`src/rtl/tron_round_if.sv`:
```
// tron_round_if
//   Handshake and status bundle between the Tron round controller and the rest of the game.
//
//   Ports (seen from the controller, modport slave):
//     start_ack            in   debounced Start/Acknowledge pulse
//     p1_crash, p2_crash   in   crash flags from the movement datapath
//     step_en              out  movement-advance pulse
//     arena_clear          out  arena clear pulse issued before each round
//     q_I .. q_Done        out  one-hot state flags
//     countdown            out  countdown digit (3, 2, 1), or 0 when no countdown is running
//     p1_score, p2_score   out  round-win counts
//     round_winner         out  result of the last round (01 P1, 10 P2, 11 draw, 00 none)
//
//   The master modport is the driving side, used by the game top level or a testbench.
interface tron_round_if;
  logic       start_ack;
  logic       p1_crash;
  logic       p2_crash;
  logic       step_en;
  logic       arena_clear;
  logic       q_I;
  logic       q_Count;
  logic       q_Driving;
  logic       q_Collision;
  logic       q_Done;
  logic [1:0] countdown;
  logic [3:0] p1_score;
  logic [3:0] p2_score;
  logic [1:0] round_winner;

  modport master (
    output start_ack, p1_crash, p2_crash,
    input  step_en, arena_clear, q_I, q_Count, q_Driving, q_Collision, q_Done,
    input  countdown, p1_score, p2_score, round_winner
  );

  modport slave (
    input  start_ack, p1_crash, p2_crash,
    output step_en, arena_clear, q_I, q_Count, q_Driving, q_Collision, q_Done,
    output countdown, p1_score, p2_score, round_winner
  );
endinterface

```
`src/rtl/tron_round_ctrl.sv`:
```
// tron_round_ctrl
//   Match and round sequencer for a two-player Tron game. It runs the match as follows:
//     1. Start: wait for a start.
//     2. Countdown: count down 3-2-1.
//     3. Drive: pace the movement datapath with step_en.
//     4. Score: judge crashes and score the round.
//     5. Finish: end the match when a player reaches WIN_SCORE.
//
//   Ports:
//     board_clk  in  system clock
//     Reset      in  asynchronous, active-high reset
//     bus        tron_round_if.slave (start_ack, crash flags in; pulses, state flags, scores out)
//
//   Parameters:
//     STEP_DIV   board_clk cycles between step_en pulses while driving
//     CD_TICKS   board_clk cycles per countdown digit
//     WIN_SCORE  round wins that end the match
//
//   Build option:
//     TRON_DRAW_NOSCORE_EN  when defined, a draw scores for neither player.
//                           When undefined, a draw scores for both players, with saturation.
module tron_round_ctrl #(
  parameter int STEP_DIV  = 4,
  parameter int CD_TICKS  = 8,
  parameter int WIN_SCORE = 3
) (
  input logic        board_clk,
  input logic        Reset,
  tron_round_if.slave bus
);

  localparam int STEP_W = $clog2(STEP_DIV);
  localparam int CD_W   = (CD_TICKS > 1) ? $clog2(CD_TICKS) : 1;

  localparam logic [STEP_W-1:0] STEP_LAST = STEP_W'(STEP_DIV - 1);
  localparam logic [CD_W-1:0]   CD_LAST   = CD_W'(CD_TICKS - 1);
  localparam logic [3:0]        WIN       = 4'(WIN_SCORE);

  // One-hot encoding, so each q_* flag is a state flop bit.
  typedef enum logic [4:0] {
    S_I     = 5'b10000,
    S_COUNT = 5'b01000,
    S_DRIVE = 5'b00100,
    S_COLL  = 5'b00010,
    S_DONE  = 5'b00001
  } state_e;

  state_e            state_q,       state_d;
  logic [CD_W-1:0]   cd_cnt_q,      cd_cnt_d;
  logic [STEP_W-1:0] step_cnt_q,    step_cnt_d;
  logic              step_en_q,     step_en_d;
  logic              sample_q,      sample_d;
  logic              arena_clear_q, arena_clear_d;
  logic [1:0]        countdown_q,   countdown_d;
  logic [3:0]        p1_score_q,    p1_score_d;
  logic [3:0]        p2_score_q,    p2_score_d;
  logic [1:0]        winner_q,      winner_d;

  // Score increment that saturates at WIN_SCORE.
  function automatic logic [3:0] sat_inc(input logic [3:0] s);
    if (s >= WIN) begin
      sat_inc = s;
    end else begin
      sat_inc = s + 4'd1;
    end
  endfunction

  // Next-state and next-output logic.
  always_comb begin
    state_d       = state_q;
    cd_cnt_d      = cd_cnt_q;
    step_cnt_d    = step_cnt_q;
    step_en_d     = 1'b0;
    sample_d      = 1'b0;
    arena_clear_d = 1'b0;
    countdown_d   = countdown_q;
    p1_score_d    = p1_score_q;
    p2_score_d    = p2_score_q;
    winner_d      = winner_q;

    case (state_q)
      S_I: begin
        if (bus.start_ack) begin
          state_d       = S_COUNT;
          p1_score_d    = 4'd0;
          p2_score_d    = 4'd0;
          winner_d      = 2'b00;
          arena_clear_d = 1'b1;
          countdown_d   = 2'd3;
          cd_cnt_d      = {CD_W{1'b0}};
        end else begin
          state_d = S_I;
        end
      end

      S_COUNT: begin
        if (cd_cnt_q == CD_LAST) begin
          cd_cnt_d = {CD_W{1'b0}};
          if (countdown_q == 2'd1) begin
            state_d     = S_DRIVE;
            countdown_d = 2'd0;
            step_cnt_d  = {STEP_W{1'b0}};
          end else begin
            countdown_d = countdown_q - 2'd1;
          end
        end else begin
          cd_cnt_d = cd_cnt_q + {{(CD_W-1){1'b0}}, 1'b1};
        end
      end

      S_DRIVE: begin
        // sample_q marks the cycle after step_en, when the datapath's crash flags are valid.
        if (sample_q && (bus.p1_crash || bus.p2_crash)) begin
          state_d    = S_COLL;
          step_cnt_d = {STEP_W{1'b0}};
          case ({bus.p1_crash, bus.p2_crash})
            2'b01: begin
              winner_d   = 2'b01;
              p1_score_d = sat_inc(p1_score_q);
            end
            2'b10: begin
              winner_d   = 2'b10;
              p2_score_d = sat_inc(p2_score_q);
            end
            2'b11: begin
              winner_d = 2'b11;
`ifdef TRON_DRAW_NOSCORE_EN
              p1_score_d = p1_score_q;
              p2_score_d = p2_score_q;
`else
              p1_score_d = sat_inc(p1_score_q);
              p2_score_d = sat_inc(p2_score_q);
`endif
            end
            default: begin
              winner_d = winner_q;
            end
          endcase
        end else begin
          // step_en is registered: it is high in the cycle after the counter reaches STEP_LAST.
          sample_d = step_en_q;
          if (step_cnt_q == STEP_LAST) begin
            step_cnt_d = {STEP_W{1'b0}};
            step_en_d  = 1'b1;
          end else begin
            step_cnt_d = step_cnt_q + {{(STEP_W-1){1'b0}}, 1'b1};
          end
        end
      end

      S_COLL: begin
        if (bus.start_ack) begin
          if ((p1_score_q == WIN) || (p2_score_q == WIN)) begin
            state_d = S_DONE;
          end else begin
            state_d       = S_COUNT;
            arena_clear_d = 1'b1;
            countdown_d   = 2'd3;
            cd_cnt_d      = {CD_W{1'b0}};
          end
        end else begin
          state_d = S_COLL;
        end
      end

      S_DONE: begin
        if (bus.start_ack) begin
          state_d = S_I;
        end else begin
          state_d = S_DONE;
        end
      end

      default: begin
        state_d = S_I;
      end
    endcase
  end

  // State and output registers with asynchronous reset.
  always_ff @(posedge board_clk or posedge Reset) begin
    if (Reset) begin
      state_q       <= S_I;
      cd_cnt_q      <= {CD_W{1'b0}};
      step_cnt_q    <= {STEP_W{1'b0}};
      step_en_q     <= 1'b0;
      sample_q      <= 1'b0;
      arena_clear_q <= 1'b0;
      countdown_q   <= 2'd0;
      p1_score_q    <= 4'd0;
      p2_score_q    <= 4'd0;
      winner_q      <= 2'b00;
    end else begin
      state_q       <= state_d;
      cd_cnt_q      <= cd_cnt_d;
      step_cnt_q    <= step_cnt_d;
      step_en_q     <= step_en_d;
      sample_q      <= sample_d;
      arena_clear_q <= arena_clear_d;
      countdown_q   <= countdown_d;
      p1_score_q    <= p1_score_d;
      p2_score_q    <= p2_score_d;
      winner_q      <= winner_d;
    end
  end

  assign bus.q_I          = state_q[4];
  assign bus.q_Count      = state_q[3];
  assign bus.q_Driving    = state_q[2];
  assign bus.q_Collision  = state_q[1];
  assign bus.q_Done       = state_q[0];
  assign bus.step_en      = step_en_q;
  assign bus.arena_clear  = arena_clear_q;
  assign bus.countdown    = countdown_q;
  assign bus.p1_score     = p1_score_q;
  assign bus.p2_score     = p2_score_q;
  assign bus.round_winner = winner_q;

endmodule

```
`src/flat_wrapper.sv`:
```
// flat-port wrapper written by rule: the top's interface ports become plain ports
module tron_round_ctrl_flat 
#(
  parameter int STEP_DIV  = 4,
  parameter int CD_TICKS  = 8,
  parameter int WIN_SCORE = 3
)
  (board_clk, Reset, bus_start_ack, bus_p1_crash, bus_p2_crash, bus_step_en, bus_arena_clear, bus_q_I, bus_q_Count, bus_q_Driving, bus_q_Collision, bus_q_Done, bus_countdown, bus_p1_score, bus_p2_score, bus_round_winner);
  tron_round_if bus_i ();
  input logic board_clk;
  input logic Reset;
  input wire logic [$bits(bus_i.start_ack)-1:0] bus_start_ack;
  input wire logic [$bits(bus_i.p1_crash)-1:0] bus_p1_crash;
  input wire logic [$bits(bus_i.p2_crash)-1:0] bus_p2_crash;
  output wire logic [$bits(bus_i.step_en)-1:0] bus_step_en;
  output wire logic [$bits(bus_i.arena_clear)-1:0] bus_arena_clear;
  output wire logic [$bits(bus_i.q_I)-1:0] bus_q_I;
  output wire logic [$bits(bus_i.q_Count)-1:0] bus_q_Count;
  output wire logic [$bits(bus_i.q_Driving)-1:0] bus_q_Driving;
  output wire logic [$bits(bus_i.q_Collision)-1:0] bus_q_Collision;
  output wire logic [$bits(bus_i.q_Done)-1:0] bus_q_Done;
  output wire logic [$bits(bus_i.countdown)-1:0] bus_countdown;
  output wire logic [$bits(bus_i.p1_score)-1:0] bus_p1_score;
  output wire logic [$bits(bus_i.p2_score)-1:0] bus_p2_score;
  output wire logic [$bits(bus_i.round_winner)-1:0] bus_round_winner;
  assign bus_i.start_ack = bus_start_ack;
  assign bus_i.p1_crash = bus_p1_crash;
  assign bus_i.p2_crash = bus_p2_crash;
  assign bus_step_en = bus_i.step_en;
  assign bus_arena_clear = bus_i.arena_clear;
  assign bus_q_I = bus_i.q_I;
  assign bus_q_Count = bus_i.q_Count;
  assign bus_q_Driving = bus_i.q_Driving;
  assign bus_q_Collision = bus_i.q_Collision;
  assign bus_q_Done = bus_i.q_Done;
  assign bus_countdown = bus_i.countdown;
  assign bus_p1_score = bus_i.p1_score;
  assign bus_p2_score = bus_i.p2_score;
  assign bus_round_winner = bus_i.round_winner;
  tron_round_ctrl #(.STEP_DIV(STEP_DIV), .CD_TICKS(CD_TICKS), .WIN_SCORE(WIN_SCORE)) u_core (.board_clk(board_clk), .Reset(Reset), .bus(bus_i));
endmodule
```
`config.mk`:
```
export PLATFORM = sky130hd
export DESIGN_NAME = tron_round_ctrl_flat
export DESIGN_NICKNAME = d
export VERILOG_FILES = /design/src/rtl/tron_round_if.sv /design/src/rtl/tron_round_ctrl.sv /design/src/flat_wrapper.sv
export SDC_FILE = /design/constraint.sdc
export NUM_CORES = 1
export LEC_CHECK = 0
export BUFFER_PORTS_ARGS = -buffer_cell sky130_fd_sc_hd__buf_4
export CORE_MARGIN = 4
export CORE_UTILIZATION = 30
export DETAILED_ROUTE_END_ITERATION = 8
export MAX_ROUTING_LAYER = met4
export PLACE_DENSITY = 0.57
export SYNTH_ARGS = -nofsm -noshare
export SYNTH_HDL_FRONTEND = slang
export SYNTH_SLANG_ARGS = --single-unit
```
`constraint.sdc`:
```
create_clock -name board_clk -period 1.4 [get_ports board_clk]
set_input_delay 0.07 -clock board_clk [delete_from_list [all_inputs] [get_ports board_clk]]
set_output_delay 0.07 -clock board_clk [all_outputs]
set_load 0.01 [all_outputs]
```
==> run_results.csv <==
group,metric,value,unit
detailed_routing,drc_errors,0,
global_route,grt_max_degree,26,
sta,fmax,615,MHz
global_route,gr-total-overflow,0,
synthesis,async_flop_share,100,%
finish,final_layout_size_suffix_gt1_share,53.2,%
detailed_routing,dr.pass1.iters,4,
finish,n_fill_cell,396,
detailed_routing,avgViaCountPerCell,4.99,
placed_design,placed_cell_area,1840,µm²
sta,hold_violations,0,
synthesis,synth.yosys.warnings,0,
critical_path,endpoint_kind,"flip-flop",
detailed_routing,final_antenna_net_count,0,
cts,clkSinkCount,25,
critical_path,cp.arrival,1.78,ns
power_and_ir_drop,total_power,3310,µW
die,die_area,5680,µm²
die,core,4380,µm²
detailed_routing,drt-initial-drc-count,56,
placed_design,portBuffers,23,
die,die_h,75.4,µm
die,ios,24,
run_status,status,"finished, violations left",
sta,finalCriticalPeriod,1.63,ns
run,drv_cap,0,
placed_design,place_congestion,0.777,
synthesis,synth_edf_count,0,
sta,tns,-2.05,ns
placed_design,place_hpwl,2670,µm
sta,maxSlewHeadroom,74.3,%
global_route,antenna_found_initial,0,
synthesis,ys_types,43,
die,rows,24,
sta,max_slew.worst_pin.slew,0.385,ns
critical_path,critPathRequiredTime,1.56,ns
power_and_ir_drop,internal_power,2080,µW
die,die-width,75.4,µm
finish,synthToLayoutAreaGrowth,50.4,%
synthesis,ys_seq_area_share,46.0,%
finish,seqCellArea,631,µm²
cts,cts_root_buf,"clkbuf_8",
power_and_ir_drop,power.density,1610,nW/µm²
finish,final_cell_area,2050,µm²
power_and_ir_drop,p_sw_share,37.2,%
sta,maxSlewViolCount,0,
finish,nets,206,
finish,diodes,0,
detailed_routing,wl,3440,µm
power_and_ir_drop,power_frac_clock,13.5,%
sta,rsz0062_at_grt,"true",
synthesis,syn_nets,144,
die,initial_utilization,31.1,%
synthesis,synth_ff_type,"dfrtp_1",
power_and_ir_drop,power.switching,1230,µW
cts,numCtsBuffers,3,
synthesis,avgSynthCellArea,10.6,µm²
sta,finalCritPeriodShare,116,%
cts,clk_latency,0.27,ns
synthesis,ys_seq_elements,25,
detailed_routing,vias,1208,
synthesis,syn_inst,129,
run_status,violations,"negative setup slack",
detailed_routing,wl_per_cell,14.2,µm
cts,cts_tree,"done",
hold_path,worstHoldPathType,"in -> reg",
cts,h-tree-depth,1,
sta,fin_skew,0.00618,ns
sta,fin_ws,-0.226,ns
critical_path,crit_path_max_fanout,6,
power_and_ir_drop,seqPwrFrac,32.1,%
cts,clk_path_buf_depth,2,
global_route,grt_first_pass_wirelength,5750,µm
critical_path,worstSetupPathType,"reg -> reg",
power_and_ir_drop,combPwrFrac,54.4,%
sta,whs,0.115,ns
power_and_ir_drop,p_leak,0.00100,µW
global_route,grt_use_total,13.5,%
critical_path,worstSetupStartpointType,"flip-flop",
cts,path_clk_slew,0.09,ns
global_route,grt_pass1_vias,1264,
power_and_ir_drop,peakVddDrop,0.828,mV
sta,setup_viol,17,
finish,multiInputGateArea,822,µm²
synthesis,synth_area,1360,µm²
[metrics by stage]
step	std cells	setup WS (ns)	util, %
after floorplan	129	-0.162	-
after global routing	242	-0.269	46.7
after global placement	234	-0.174	42.0
final	242	-0.226	46.7
after CTS	241	-0.216	45.4
after detailed placement	234	-0.217	42.0
[cell type report]
class,instances,share of cell area [%]
inverters,4,0.733
flip-flops and latches,25,30.8
repair buffers,59,22.8
multi-input cells,98,40.1
clock buffers,3,2.01
well taps,52,3.17
clock inverters,1,0.366
[Yosys cell counts (all sizes together), types with 3 or more instances]
| master | instances | area [µm²] |
|---|---|---|
| dfrtp | 24 | 601 |
| nand2 | 12 | 45.0 |
| nor2 | 12 | 45.0 |
| ha | 10 | 125 |
| and2 | 8 | 56.3 |
| o21ai | 8 | 47.6 |
| a21oi | 5 | 36.3 |
| inv | 4 | 15.0 |
| nand3 | 4 | 20.0 |
| nor4b | 3 | 38.8 |
| or3 | 3 | 23.8 |
[registers in the layout, summed over array words and instances, names as in the netlist, 2 cells and up]
register                 cells
u_core.bus.round_winner      2
u_core.bus.p1_score          4
u_core.bus.countdown         2
u_core.step_cnt_q            2
u_core.bus.p2_score          4
u_core.state_q               5
u_core.cd_cnt_q              3
[what timing repair did]
item | in CTS | in global routing
hold buffers | 1 | 0
endpoints found under the hold margin | 24 | 0
setup endpoints to repair | 21 | 23
setup buffers | 2 | 1
pin swaps | 6 | 2
resized for setup | 18 | 12
[power by group through the flow]
stage / clock network [µW] / registers [µW] / logic (µW)
floorplan: 0 / 1120 / 753
global placement: 0 / 1040 / 1430
detailed placement: 0 / 1060 / 1500
CTS: 453 / 1060 / 1710
global route: 480 / 1090 / 1960
finish: 445 / 1060 / 1800
[layout by cell type (no fill, tap or decap), types with 2 or more instances in the layout]
master,count
dfrtp_2,3
nand4_1,2
clkbuf_8,3
nand3_1,2
a21oi_1,4
dfrtp_1,21
nor2b_1,2
nor2_1,10
a22o_1,2
a21bo_2,2
buf_4,52
ha_1,10
nor4b_2,3
o21ai_2,2
o21ai_0,5
mux2_4,2
buf_6,6
nand2_1,11
or3_1,2
inv_1,4
or2_2,2
and2_4,4
and3_4,2
and2_1,2
and2_2,2
[per-layer routing]
layer	track usage, %	up-vias	share of wire, %	wire length, µm
li1	-	584	-	-
met1	15.5	587	42	1430
met2	24.3	33	52	1810
met3	2.90	4	5.0	172
met4	2.52	0	0.99	34
met5	-	-	0	0
[critical path, cell delays in order (launching register included)]
cell and delay [ns]:
dfrtp_2 0.44, or3_4 0.39, a21oi_4 0.24, o21ai_4 0.12
mux2_4 0.32
[cells by family after synthesis]
kind of cell	after synthesis	synth area share (%)
flip-flops	25	46.0
multiplexers	2	2.20
AND/OR/NAND/NOR	60	26.6
AO/OA/AOI/OAI	26	14.1
adder cells (fa/ha/maj)	10	9.18
buffers and inverters	6	1.93
[path summary, 6_finish.rpt]
kind / startpoint / endpoint / slack, ns / cells after the start
worst max-delay path: u_core.state_q[1] / u_core.bus.p2_score[0] / -0.23 / 4
min in group asynchronous: Reset / u_core.bus.arena_clear / 0.40 / 4
max in group asynchronous: Reset / u_core.state_q[4] / 0.71 / 4
worst min register to register: u_core.bus.step_en / u_core.sample_q / 0.50 / 1
worst max register to register: u_core.state_q[1] / u_core.bus.p2_score[0] / -0.23 / 4
worst min-delay path: bus_start_ack / u_core.state_q[0] / 0.12 / 3
Power figures use the tool's default switching activity.
